File: config.mk
export PLATFORM = sky130hd
export DESIGN_NAME = preif_redirect_ctrl
export DESIGN_NICKNAME = d
export VERILOG_FILES = /design/src/rtl/preif_redirect_ctrl_pkg.sv /design/src/rtl/preif_redirect_ctrl_npc_sel.sv /design/src/rtl/preif_redirect_ctrl.sv
export SDC_FILE = /design/constraint.sdc
export NUM_CORES = 1
export LEC_CHECK = 0
export BUFFER_PORTS_ARGS = -buffer_cell sky130_fd_sc_hd__buf_2
export CAP_MARGIN = 20
export CORE_MARGIN = 2
export CORE_UTILIZATION = 48
export CTS_BUF_LIST = sky130_fd_sc_hd__clkbuf_8
export CTS_CLUSTER_SIZE = 20
export DETAILED_ROUTE_END_ITERATION = 16
export PLACE_DENSITY = 0.83
export SYNTH_ARGS = -nofsm -noshare
export SYNTH_HDL_FRONTEND = slang
export SYNTH_SLANG_ARGS = --single-unit
export TNS_END_PERCENT = 100
File: constraint.sdc
create_clock -name clk -period 2.1 [get_ports clk]
set_input_delay 0.105 -clock clk [delete_from_list [all_inputs] [get_ports clk]]
set_output_delay 0.105 -clock clk [all_outputs]
set_load 0.01 [all_outputs]
File: src/rtl/preif_redirect_ctrl_pkg.sv
// Shared types and address defaults for the pre-IF PC sequencer.
// Imported by preif_redirect_ctrl and its npc_sel sub-module.
package preif_redirect_ctrl_pkg;

  localparam logic [31:0] RESET_PC_DEF = 32'hBFC0_0000;
  localparam logic [31:0] EXC_VEC_DEF  = 32'hBFC0_0380;

  typedef enum logic [1:0] {
    IDLE    = 2'd0,
    WAIT_DS = 2'd1,
    PENDING = 2'd2
  } redir_state_t;

  typedef enum logic [1:0] {
    SRC_SEQ  = 2'd0,
    SRC_BR   = 2'd1,
    SRC_ERET = 2'd2,
    SRC_EXC  = 2'd3
  } npc_src_t;

endpackage

File: src/rtl/preif_redirect_ctrl_npc_sel.sv
// Next-PC source mux: sequential, branch target, ERET return or exception vector.
// The sequential path wraps at 32 bits; targets pass through unaligned.
module preif_redirect_ctrl_npc_sel
  import preif_redirect_ctrl_pkg::*;
#(
  parameter logic [31:0] EXC_VEC = EXC_VEC_DEF
) (
  input  npc_src_t    src_i,
  input  logic [31:0] pc_cur_i,
  input  logic [31:0] br_tgt_i,
  input  logic [31:0] epc_i,
  output logic [31:0] npc_o
);

  always_comb begin
    npc_o = pc_cur_i + 32'd4;
    case (src_i)
      SRC_BR:   npc_o = br_tgt_i;
      SRC_ERET: npc_o = epc_i;
      SRC_EXC:  npc_o = EXC_VEC;
      default:  npc_o = pc_cur_i + 32'd4;
    endcase
  end

endmodule

File: src/rtl/preif_redirect_ctrl.sv
// Pre-IF PC sequencer: flush/branch/sequential selection with MIPS delay-slot hold.
// Optional macro REDIRECT_CNT_EN adds a saturating count of applied redirects.
module preif_redirect_ctrl
  import preif_redirect_ctrl_pkg::*;
#(
  parameter logic [31:0] RESET_PC = RESET_PC_DEF,
  parameter logic [31:0] EXC_VEC  = EXC_VEC_DEF
`ifdef REDIRECT_CNT_EN
  , parameter int CNT_W = 32
`endif
) (
  input  logic        clk,
  input  logic        rst,
  input  logic [31:0] pc_cur,
  input  logic        fetch_ready,
  input  logic        br_valid,
  input  logic [31:0] br_target,
  input  logic        br_ds_fetched,
  input  logic        exc_valid,
  input  logic        eret_valid,
  input  logic [31:0] epc,
  output logic        pc_wr,
  output logic [31:0] npc,
  output logic        busy
`ifdef REDIRECT_CNT_EN
  , output logic [CNT_W-1:0] redirect_cnt
`endif
);

  redir_state_t state_q, state_d;
  logic [31:0]  tgt_q, tgt_d;
  npc_src_t     src;
  logic [31:0]  redir_tgt;
  logic         flush;

  assign flush = exc_valid | eret_valid;

  always_ff @(posedge clk) begin
    if (rst) begin
      state_q <= IDLE;
      tgt_q   <= RESET_PC;
    end else begin
      state_q <= state_d;
      tgt_q   <= tgt_d;
    end
  end

  // A taken branch whose delay slot is accepted in the same cycle skips WAIT_DS.
  always_comb begin
    state_d = state_q;
    tgt_d   = tgt_q;
    if (flush) begin
      state_d = IDLE;
    end else begin
      case (state_q)
        IDLE: begin
          if (br_valid) begin
            tgt_d = br_target;
            if (br_ds_fetched) state_d = fetch_ready ? IDLE : PENDING;
            else               state_d = fetch_ready ? PENDING : WAIT_DS;
          end
        end
        WAIT_DS: if (fetch_ready) state_d = PENDING;
        PENDING: if (fetch_ready) state_d = IDLE;
        default: state_d = IDLE;
      endcase
    end
  end

  always_comb begin
    src       = SRC_SEQ;
    redir_tgt = tgt_q;
    pc_wr     = fetch_ready;
    if (exc_valid) begin
      src   = SRC_EXC;
      pc_wr = 1'b1;
    end else if (eret_valid) begin
      src   = SRC_ERET;
      pc_wr = 1'b1;
    end else begin
      case (state_q)
        IDLE: begin
          if (br_valid && br_ds_fetched) begin
            src       = SRC_BR;
            redir_tgt = br_target;
          end
        end
        PENDING: src = SRC_BR;
        default: src = SRC_SEQ;
      endcase
    end
    if (rst) pc_wr = 1'b0;
  end

  assign busy = (state_q != IDLE);

  preif_redirect_ctrl_npc_sel #(
    .EXC_VEC (EXC_VEC)
  ) u_npc_sel (
    .src_i    (src),
    .pc_cur_i (pc_cur),
    .br_tgt_i (redir_tgt),
    .epc_i    (epc),
    .npc_o    (npc)
  );

`ifdef REDIRECT_CNT_EN
  logic [CNT_W-1:0] cnt_q, cnt_d;

  always_comb begin
    cnt_d = cnt_q;
    if (pc_wr && (npc != pc_cur + 32'd4) && (cnt_q != {CNT_W{1'b1}}))
      cnt_d = cnt_q + 1'b1;
  end

  always_ff @(posedge clk) begin
    if (rst) cnt_q <= '0;
    else     cnt_q <= cnt_d;
  end

  assign redirect_cnt = cnt_q;
`endif

endmodule

==> results.cfg <==
[floorplanning]
rows = 27
design.core.area_sq_um = 5608
start_util_pct = 50.54
die_x_um = 80.84
die_height_um = 80.84
io-pin-count = 137
fp.dieArea_sq_um = 6535

[sta]
fin_crit_sh_pct = 96.26
maxSlewViolCount = 0
rsz0062_at_grt = false
whs_ns = 0.04309
worstMarginPinSlew_ns = 0.6195
setup_violations = 0
finalSetupTns_ns = 0
slew_headroom_pct = 58.70
hold_viol = 0
clock_skew_ns = 0.003703
max_freq_mhz = 494.7
period_needed_ns = 2.022

[critical_path]
crit_fanout = 11
arrival_ns = 1.92
crit_path_start = state_q[1]
worstSetupEndpointType = primary output
r2r_start = state_q[1]
r2r_slack_ns = 0.74
critPathKind = register to primary output
required_ns = 2.00
cp-start-kind = register

[place]
placed_cells = 564
port_buffers = 136
gp_routability_congestion = 0.9116
place_hpwl_mm = 7.429

[final_layout]
final_util_pct = 67.51
nets = 606
final_cells = 573
drive_gt1_share_pct = 39.52
num_antenna_cells = 0
syn_to_final_growth_pct = 33.60
layout_commonest_cell = buf_2
final_cell_mix = buf_2 (136), nand2_1 (80), a21oi_1 (46)

[yosys]
synth-main-ff-cell = dfxtp_1
synth_warnings = 0
synth-edff-count = 0
synthXorXnorAreaFrac_pct = 7.726
ys_async_sr_fraction_pct = 0
synth-compound-area-share_pct = 19.78
yosysUniqueCellTypes = 47
syn_area_per_cell_sq_um = 7.680
synth_top_family_by_area = simple AND/OR/NAND/NOR gates
seq_area_frac_synth_pct = 24.02
synthCells = 369
muxShareOfSynthArea_pct = 11.92
synth_simple_gate_area_share_pct = 29.85
synthAdderAreaFrac_pct = 0.8830
syn_area_sq_um = 2834
syn_nets = 474
ys_ff_latch = 34

[pwr]
leakage_uw = 0.001768
vdd_drop_max_uv = 291.0
power_density_nw_per_um2 = 483.5
power_uw = 1831

[routing]
vias = 3432
first_pass_iters = 5
drcViolationCount = 0
vias_per_cell = 5.990
wl_per_cell_um = 17.26
routed_wl_mm = 9.890
ant_nets = 0
initialDrtViolationCount = 313

[global_route]
grt.total_usage_pct = 29.76
first_global_vias = 3131
grt_pass1_wl_mm = 15.06
grt_overflow_total = 0
antenna_found_initial = 0
grt_max_degree = 35

[clock_network]
hold_buffers = 0
cts_made_buffers = 5
htree_levels = 2
max-clock-path-buffers = 2
cts_sinks = 34
clk_latency_ns = 0.28
cts.clk_slew.worst_paths_ns = 0.07
tritoncts = done
cts-root-buf = clkbuf_8

[outcome]
status = finished, final reports clean

[job]
maxCapViolations = 0

[hold_path]
hold_path_class = input port to register
min_from = fetch_ready
synthesized netlist by cell type, types with 2 or more instances:
| master | number | share of area (%) |
|---|---|---|
| nand2_2 | 2 | 0.44 |
| buf_6 | 3 | 1.2 |
| nor2_1 | 13 | 1.7 |
| xnor2_1 | 11 | 3.4 |
| nand4_1 | 6 | 1.3 |
| nand2_1 | 80 | 11 |
| xor2_1 | 14 | 4.3 |
| nand3b_1 | 9 | 2.4 |
| a21o_1 | 2 | 0.53 |
| mux2i_1 | 18 | 6.4 |
| buf_4 | 3 | 0.79 |
| a21oi_1 | 46 | 8.1 |
| ha_1 | 2 | 0.88 |
| a31oi_1 | 2 | 0.44 |
| inv_1 | 8 | 1.1 |
| o221ai_1 | 14 | 4.3 |
| and3_1 | 6 | 1.3 |
| mux2_2 | 14 | 5.6 |
| and4_1 | 3 | 0.93 |
| nor3_1 | 5 | 0.88 |
| a221oi_1 | 11 | 3.4 |
| nand4_4 | 2 | 1.5 |
| dfxtp_1 | 34 | 24 |
| o21ai_0 | 4 | 0.71 |
| or3_1 | 2 | 0.44 |
| nand3_1 | 14 | 2.5 |
| or4_1 | 2 | 0.53 |
| buf_2 | 3 | 0.53 |
| clkbuf_1 | 17 | 2.3 |
| a221oi_2 | 2 | 1.1 |
layout make-up:
class | instances | area, sq um
Clock buffer | 6 | 82.58
Clock inverter | 1 | 30.03
Fill cell | 495 | 1822
Inverter | 8 | 30.03
Multi-Input combinational cell | 301 | 2031
Sequential cell | 34 | 683.2
Tap cell | 72 | 90.09
Timing Repair Buffer | 151 | 839.6
layer usage:
layer,wire (um),vias up,part of all wire (%),GRT usage [%]
met5,0,-,0,0
met4,268,0,2.7,9.322
met3,908,29,9.2,5.111
met2,4755,217,48,48.93
met1,3957,1592,40,39.71
li1,-,1594,-,-
worst max-delay path, stage by stage, from the launching register on:
cell	delay, ns
dfxtp_2	0.35
nor2_4	0.16
nand4_4	0.13
buf_12	0.18
mux2_2	0.28
a221oi_2	0.24
nand3_1	0.13
buf_2	0.16
cell families after synthesis:
group,Yosys count
buffers and inverters,34
XOR/XNOR,25
adder cells (fa/ha/maj),2
flip-flops,34
multiplexers,32
AO/OA/AOI/OAI,85
AND/OR/NAND/NOR,157
path summary, 6_finish.rpt:
kind,cells after the start,to
min reg2reg,2,tgt_q[7]
max,7,npc[25]
max reg2reg,5,tgt_q[4]
min,2,state_q[1]
state kept, by name, summed over array words and instances (netlist names):
signal   flops
tgt_q       32
state_q      2
report_power, final:
group,switching (uW),total [uW],internal [uW]
clock network,233,613,380
logic,300,535,235
registers,13.6,683,670
total,546,1830,1280
stage by stage:
stage	worst slack, ns	cell area (sq um)
6_report	0.07844	3786
5_1_grt	0.0007137	3786
4_1_cts	0.03423	3707
3_5_place_dp	0.1824	3580
3_3_place_gp	0.2101	3580
2_1_floorplan	0.5247	2834
what timing repair did:
action | 4_1_cts | 5_1_grt
hold endpoints to repair | 0 | 0
gates cloned | 0 | 1
buffers inserted | 0 | 1
endpoints found under the setup margin | 9 | 8
resized for setup | 5 | 8
pin swaps | 0 | 2
Power figures use the tool's default switching activity.
